$ cat config.mk
export PLATFORM = sky130hd
export DESIGN_NAME = cmp_freq_meter
export DESIGN_NICKNAME = d
export VERILOG_FILES = /design/src/rtl/cmp_meter_pkg.sv /design/src/rtl/cmp_sync_edge.sv /design/src/rtl/cmp_freq_meter.sv
export SDC_FILE = /design/constraint.sdc
export NUM_CORES = 1
export LEC_CHECK = 0
export BUFFER_PORTS_ARGS = -buffer_cell sky130_fd_sc_hd__buf_4
export CORE_MARGIN = 4
export CORE_UTILIZATION = 30
export DETAILED_ROUTE_END_ITERATION = 16
export PLACE_DENSITY = 0.54
export SYNTH_ARGS = -nofsm -noshare
export SYNTH_HDL_FRONTEND = slang
export SYNTH_SLANG_ARGS = --single-unit
$ cat constraint.sdc
create_clock -name clk -period 5.2 [get_ports clk]
set_input_delay 0.26 -clock clk [delete_from_list [all_inputs] [get_ports clk]]
set_output_delay 0.26 -clock clk [all_outputs]
set_load 0.005 [all_outputs]
$ cat src/rtl/cmp_meter_pkg.sv
`default_nettype none
// ============================================================================
//  Module      : cmp_meter_pkg
//  Description : Shared types and default constants for the comparator
//                frequency meter (FSM state encoding, default widths).
//  Revision    : 1.0 - initial release
// ============================================================================
package cmp_meter_pkg;

    // Default edge-counter width, window-length width and reset hold time
    localparam int c_CNT_W      = 16;
    localparam int c_GATE_W     = 16;
    localparam int c_RST_CYCLES = 4;

    // Width of the upstream-reset hold counter; covers hold times 1..15
    localparam int c_RST_CNT_W  = 4;

    // Measurement sequencer states
    typedef enum logic [1:0] {
        IDLE    = 2'd0,
        RST_DIG = 2'd1,
        MEASURE = 2'd2,
        DONE    = 2'd3
    } meter_state_t;

endpackage : cmp_meter_pkg
`default_nettype wire

$ cat src/rtl/cmp_sync_edge.sv
`default_nettype none
// ============================================================================
//  Module      : cmp_sync_edge
//  Description : Two-flop synchroniser for the asynchronous comparator output
//                plus an edge-detect flop; o_edge is a one-cycle pulse per
//                synchronised rising edge.
//  Revision    : 1.0 - initial release
// ============================================================================
module cmp_sync_edge
    import cmp_meter_pkg::*;
(
    input  logic clk,
    input  logic rst_n,
    input  logic i_cmp,
    output logic o_edge
);

    logic r_s1;
    logic r_s2;
    logic r_s3;

    // Metastability filter (s1, s2) followed by the delayed copy for edge detect
    always_ff @(posedge clk or negedge rst_n) begin
        if (!rst_n) begin
            r_s1 <= 1'b0;
            r_s2 <= 1'b0;
            r_s3 <= 1'b0;
        end else begin
            r_s1 <= i_cmp;
            r_s2 <= r_s1;
            r_s3 <= r_s2;
        end
    end

    // Rising edge of the synchronised comparator signal
    assign o_edge = r_s2 & ~r_s3;

endmodule : cmp_sync_edge
`default_nettype wire

$ cat src/rtl/cmp_freq_meter.sv
`default_nettype none
// ============================================================================
//  Module      : cmp_freq_meter
//  Description : Counts rising edges of an asynchronous comparator output over
//                a programmable window of clk cycles. Holds the upstream stage
//                in reset before each window, publishes the count with a
//                one-cycle valid strobe and a saturation flag. Supports
//                single-shot and continuous operation.
//  Revision    : 1.0 - initial release
// ============================================================================
module cmp_freq_meter
    import cmp_meter_pkg::*;
#(
    parameter int CNT_W      = c_CNT_W,
    parameter int GATE_W     = c_GATE_W,
    parameter int RST_CYCLES = c_RST_CYCLES
) (
    input  logic              clk,
    input  logic              rst_n,
    input  logic              cmp,
    input  logic              start,
    input  logic              continuous,
    input  logic [GATE_W-1:0] gate_len,
    output logic              dig_rst,
    output logic              busy,
    output logic [CNT_W-1:0]  count,
    output logic              overflow,
    output logic              valid
);

    localparam logic [c_RST_CNT_W-1:0] c_RST_LOAD = c_RST_CNT_W'(RST_CYCLES);
    localparam logic [c_RST_CNT_W-1:0] c_RST_ONE  = c_RST_CNT_W'(1);
    localparam logic [GATE_W-1:0]      c_GATE_ONE = GATE_W'(1);
    localparam logic [CNT_W-1:0]       c_CNT_ONE  = CNT_W'(1);
    localparam logic [CNT_W-1:0]       c_CNT_MAX  = {CNT_W{1'b1}};

    meter_state_t           r_state;
    meter_state_t           w_state_nxt;
    logic                   w_edge;
    logic                   w_arm_new;
    logic                   w_arm;
    logic                   w_last;
    logic [GATE_W-1:0]      r_gate_len;
    logic [GATE_W-1:0]      r_gate_cnt;
    logic [c_RST_CNT_W-1:0] r_rst_cnt;
    logic [CNT_W-1:0]       r_edge_cnt;
    logic [CNT_W-1:0]       w_edge_cnt_nxt;
    logic                   r_ovf;
    logic                   w_ovf_nxt;

    cmp_sync_edge u_sync (
        .clk    (clk),
        .rst_n  (rst_n),
        .i_cmp  (cmp),
        .o_edge (w_edge)
    );

    // State register
    always_ff @(posedge clk or negedge rst_n) begin
        if (!rst_n) begin
            r_state <= IDLE;
        end else begin
            r_state <= w_state_nxt;
        end
    end

    // Next-state decode; w_arm marks entry into RST_DIG (new start or re-arm)
    always_comb begin
        w_state_nxt = r_state;
        w_arm_new   = 1'b0;
        w_arm       = 1'b0;
        w_last      = 1'b0;
        case (r_state)
            IDLE: begin
                if (start) begin
                    w_state_nxt = RST_DIG;
                    w_arm_new   = 1'b1;
                    w_arm       = 1'b1;
                end
            end
            RST_DIG: begin
                if (r_rst_cnt == c_RST_ONE) begin
                    w_state_nxt = MEASURE;
                end
            end
            MEASURE: begin
                if (r_gate_cnt == c_GATE_ONE) begin
                    w_state_nxt = DONE;
                    w_last      = 1'b1;
                end
            end
            DONE: begin
                if (continuous) begin
                    w_state_nxt = RST_DIG;
                    w_arm       = 1'b1;
                end else begin
                    w_state_nxt = IDLE;
                end
            end
            default: begin
                w_state_nxt = IDLE;
            end
        endcase
    end

    // Saturating edge count; an edge that finds the counter full flags overflow
    always_comb begin
        w_edge_cnt_nxt = r_edge_cnt;
        w_ovf_nxt      = r_ovf;
        if (w_edge) begin
            if (r_edge_cnt == c_CNT_MAX) begin
                w_ovf_nxt = 1'b1;
            end else begin
                w_edge_cnt_nxt = r_edge_cnt + c_CNT_ONE;
            end
        end
    end

    // Window/reset counters, edge accumulator and result registers
    always_ff @(posedge clk or negedge rst_n) begin
        if (!rst_n) begin
            r_gate_len <= '0;
            r_gate_cnt <= '0;
            r_rst_cnt  <= '0;
            r_edge_cnt <= '0;
            r_ovf      <= 1'b0;
            count      <= '0;
            overflow   <= 1'b0;
        end else begin
            // A zero-length window is stretched to one cycle
            if (w_arm_new) begin
                r_gate_len <= (gate_len == '0) ? c_GATE_ONE : gate_len;
            end
            if (w_arm) begin
                r_rst_cnt  <= c_RST_LOAD;
                r_edge_cnt <= '0;
                r_ovf      <= 1'b0;
            end
            if (r_state == RST_DIG) begin
                if (r_rst_cnt == c_RST_ONE) begin
                    r_gate_cnt <= r_gate_len;
                end else begin
                    r_rst_cnt <= r_rst_cnt - c_RST_ONE;
                end
            end
            if (r_state == MEASURE) begin
                r_edge_cnt <= w_edge_cnt_nxt;
                r_ovf      <= w_ovf_nxt;
                r_gate_cnt <= r_gate_cnt - c_GATE_ONE;
                // The final cycle's edge is folded into the published result
                if (w_last) begin
                    count    <= w_edge_cnt_nxt;
                    overflow <= w_ovf_nxt;
                end
            end
        end
    end

    // Status outputs registered from the next state so they line up with it
    always_ff @(posedge clk or negedge rst_n) begin
        if (!rst_n) begin
            dig_rst <= 1'b1;
            busy    <= 1'b0;
            valid   <= 1'b0;
        end else begin
            dig_rst <= (w_state_nxt == IDLE) || (w_state_nxt == RST_DIG);
            busy    <= (w_state_nxt != IDLE);
            valid   <= (w_state_nxt == DONE);
        end
    end

endmodule : cmp_freq_meter
`default_nettype wire

Word-level counts from Yosys, hierarchy flattened. Index checks and enable logic that the tools add are counted.

Bits in registers: 78. Input bits: 21. Word-level logic and storage cells: 63. Output and inout bits: 20.

Bitwise operators: 2. Equal/unequal tests: 8. Add/subtract/negate cells: 3. Reductions and logical operators: 10. Multiplexer cells: 26.

Operators by type and width (number): $mux 16 (8); $add 16x1->16 const B (1); $eq 16x1->1 const B (1); $eq 16x16->1 const B (1); $logic_not 16->1 (1); $sub 16x1->16 const B (1); $mux 4 (3); $mux 1 (10); $pmux 2 s4 (1); $reduce_bool 2->1 (4); $eq 2x2->1 const B (3); $mux 2 (3); $eq 2x1->1 const B (2); $eq 4x1->1 const B (1); $logic_not 2->1 (2); $reduce_and 2->1 (2); $sub 4x1->4 const B (1); $pmux 1 s2 (1); $and 1x1->1 (1); $logic_or 1x1->1 (1); $not 1->1 (1).

Longest topological paths before layout.
Word-level depth: 5. Mapped depth: 9. Depth with buffers taken out: 7.

Cells and area by module. A second synthesis with hierarchy kept.

Cells, all modules: 402. Area, all modules: 3997.6 µm².

By module, submodules not included: cmp_freq_meter (instances 1, cells each 398, sequential area each 1878.1 µm², area each 3908.7 µm²); cmp_sync_edge (instances 1, cells each 4, sequential area each 75.1 µm², area each 88.8 µm²).

Worst setup path after synthesis. Ideal clock, no wire load.

Path type: flip-flop to flip-flop. Start point: reg r_state[0]. End point: reg count[10]. Buffers on the path: 2. Library setup time: 136 ps. Clock period less this slack: 1901 ps. Slack: 3299 ps. Cell stages (with the launch flop): 10. Required time: 5064 ps. Data arrival time: 1765 ps. Cells stage by stage: dfrtp_1 -> inv_1 -> ha_1 -> buf_2 -> inv_1 -> nor4_1 -> nand4_1 -> buf_2 -> nand2_1 -> o21ai_0.

Word-level cells in the longest chain between the ends: 3.

RTL lines: start: declaration (line cmp_freq_meter.sv:37) `meter_state_t r_state;`; start signal: assignment (line cmp_freq_meter.sv:63) `r_state <= w_state_nxt;`; $eq 2x2->1 (*) (line cmp_freq_meter.sv:73, cmp_freq_meter.sv:146); $mux 1 (line cmp_freq_meter.sv:73) `case (r_state)`; $reduce_and 2->1 (no line) (*); end signal: assignment (line cmp_freq_meter.sv:152) `count <= w_edge_cnt_nxt;`; end: declaration (line cmp_freq_meter.sv:26) `output logic [CNT_W-1:0] count,`.

Every way passes the cells marked *; elsewhere a longest branch is shown, timed or not. A chain may end at the register's enable or synchronous reset.

Worst setup path after layout.
Start point: reg r_state[1]. End point: reg r_edge_cnt[15].

Word-level cells in the longest chain between the ends: 3.

RTL lines: $eq 2x2->1 or $logic_not 2->1 (tied branches) (line cmp_freq_meter.sv:73); $pmux 1 s2 (line cmp_freq_meter.sv:73); $reduce_bool 2->1 (no line); end signal: assignment (line cmp_freq_meter.sv:147) `r_edge_cnt <= w_edge_cnt_nxt;`; end: declaration (line cmp_freq_meter.sv:46) `logic [CNT_W-1:0] r_edge_cnt;`.

Several ways; a longest one is shown, not always the timed one.

==> flow_summary.toml <==
[sta]
finalSetupViolations = 0
hold_viol_final = 0
max_freq_ghz = 0.404
drv_slew = 0
min_period_over_period_pct = 47.6
skew_ns = 0.00646
tns_ns = 0
relSlewSlack_pct = 31.0
final.min_clock_period_ns = 2.48
worstMarginPinSlew_ns = 1.03
rsz0062_at_grt = "no"

[critical_path]
crit_type = "flop to flop"
cp-end-kind = "flop"
ff2ff_setup_slack_ns = 2.72
r2r_start = "r_state[1]$_DFF_PN0_"
required_ns = 5.38
r2r_cells = 7
crit_path_start_kind = "flop"
regToRegEndpoint = "r_edge_cnt[15]$_DFFE_PN0P_"
cp_max_fo = 19
worst-endpoint-arrival_ns = 2.66

[global_routing]
track_usage_pct = 12.8
grt_max_degree = 79
overflow = 0
grt_pass1_wl_um = 15400
first_global_vias = 3036
antenna_found_initial = 0

[floorplanning]
start_util_pct = 31.2
fp.dieH_um = 123
core_um2 = 12800
ios = 41
die_x_um = 123
die_area_um2 = 15200
num_rows = 41

[routing]
drt_iter0_drc = 238
ant_nets = 0
drc = 0
wl_um = 9240
drtPass1Iterations = 4
avgViaCountPerCell = 5.12
vias = 3133
wire_per_inst_um = 15.1

[finish]
drive_above_1_share_pct = 18.4
layout.cells.non_filler = 612
syn2layout_area_growth_pct = 16.9
n_antenna_cell = 0
fin_nets = 468

[logic_synthesis]
synthCells = 405
async_flop_share_pct = 100
synth_area_leader_cell = "dfrtp_1"
synth-edff-count = 0
synth_warnings = 0
ys_seq_area_share_pct = 48.8
synth.avg_cell_area_um2 = 9.88
synth_area_um2 = 4000
synth_top_area_share_pct = 48.2
synth_flop_cell = "dfrtp_1"
ys_seq_elements = 78
syn_nets = 436
synth.area.top_cells = "dfrtp_1, mux2_2, nand2_1"
yosys.cell_count.top_type = "dfrtp_1"
synth_cell_types = 54
synth_common_cells = "dfrtp_1, nand2_1, a21oi_1"

[min_path]
hold_class = "input port to flop"
hold-path-endpoint = "u_sync.r_s1$_DFF_PN0_"
min-delay-start = "cmp"
holdPathStages = 1

[power]
power_density_nw_per_um2 = 300
p_leak_nw = 2.07
ir_drop_uv = 124

[place]
dp_cells = 598
dp_hpwl_um = 6480
port_buffers = 40
gp_congestion = 0.796

[clock_network]
cts-buffers-inserted = 9
postCtsSetupRepairBufs = 0
hold_buffers = 0
cts.path.max_buffers = 2
cts_tree = "built"
htreeDepth = 3
cts_resized = 0
clock_latency_ns = 0.33
clk_pin_slew_ns = 0.06
root_buffer = "clkbuf_16"
clkSinkCount = 78

[outcome]
status = "completed"

[run]
maxCapViolations = 0
placed cells by master, fill, tap and decap left out, types with 2 or more instances in the layout:
cell / count
and3_1: 7
o21ai_1: 2
o22a_1: 3
o22ai_1: 13
buf_4: 42
o211ai_1: 2
nand3_1: 8
nor2_1: 25
nand2_1: 47
nor3b_1: 4
nand4b_1: 2
a2bb2oi_1: 4
clkbuf_1: 2
inv_1: 13
mux2_2: 16
o21ai_0: 29
a21o_1: 8
a21oi_1: 31
xor2_1: 3
nand4_1: 4
xnor2_1: 4
clkbuf_16: 9
mux2i_1: 9
a41oi_1: 4
nor3_1: 11
nand4_2: 2
dfrtp_1: 77
and4_1: 3
a211oi_1: 5
a31oi_1: 7
nor4_1: 7
o32ai_1: 2
clkinv_2: 2
a31o_2: 2
ha_1: 10
final cells by class:
cell class / instances / area [um2]
clock buffer: 12 / 246
clock inverter: 2 / 10.0
fill: 1295 / 8150
inverter: 13 / 48.8
multi-input combinational: 293 / 1890
sequential: 78 / 1950
tap: 172 / 215
timing repair buffer: 42 / 315
metrics by stage:
step,cell area (um2),util [%],power [mW],hold slack [ns],worst slack [ns]
after CTS,4680,36.5,1.42,0.0281,2.66
after global routing,4680,36.5,1.48,0.0267,2.41
after detailed placement,4420,34.5,0.856,0.344,2.67
final,4680,36.5,1.40,0.0386,2.72
after floorplan,4000,-,0.801,-0.0356,3.30
after global placement,4420,34.5,0.851,0.333,2.70
critical path, cell delays in order (launching register included):
cell and delay, ns:
dfrtp_1 0.41, inv_1 0.14, ha_1 0.16, nand2_1 0.43, a21oi_1 0.85, o21ai_0 0.15
o21ai_0 0.11, a41oi_1 0.06
kinds of logic after synthesis:
family / share of synthesized area [%]
and+or+nand+nor: 17.2
AOI/OAI and AO/OA: 18.6
DFF: 48.8
buffers and inverters: 3.97
muxes: 6.75
adders and majority gates: 3.13
xor gates and xnor gates: 1.53
report_power, final:
group | switching, mW | leakage [nW] | internal, mW | total (mW)
clock | 0.228 | 0.128 | 0.329 | 0.558
sequential | 0.0511 | 0.952 | 0.641 | 0.692
combinational | 0.0889 | 0.994 | 0.0635 | 0.152
total | 0.368 | 2.07 | 1.03 | 1.40
registers in the layout, summed over array words and instances, names as in the netlist, 2 cells and up:
name,flops
r_gate_len,16
r_gate_cnt,16
count,16
r_rst_cnt,4
r_edge_cnt,16
r_state,2
worst max path at each step:
stage	from	endpoint	slack (ns)	depth (start not counted)
final	r_state[1]$_DFF_PN0_	r_edge_cnt[15]$_DFFE_PN0P_	2.72	7
after CTS	r_state[0]$_DFF_PN0_	valid$_DFF_PN0_	2.66	7
after detailed placement	r_state[0]$_DFF_PN0_	valid$_DFF_PN0_	2.67	7
after floorplan	r_state[0]$_DFF_PN0_	count[10]$_DFFE_PN0P_	3.30	9
after global placement	r_state[0]$_DFF_PN0_	valid$_DFF_PN0_	2.70	7
after global routing	r_state[1]$_DFF_PN0_	r_edge_cnt[15]$_DFFE_PN0P_	2.41	7
routing by layer:
| layer | up-vias | wire [um] | track usage, % |
|---|---|---|---|
| met5 | - | 0 | 0 |
| met4 | 0 | 93 | 3.18 |
| met3 | 11 | 451 | 3.16 |
| met2 | 62 | 4350 | 20.7 |
| met1 | 1509 | 4340 | 17.4 |
| li1 | 1551 | - | - |
No activity file was read; power rests on OpenSTA's default activity.
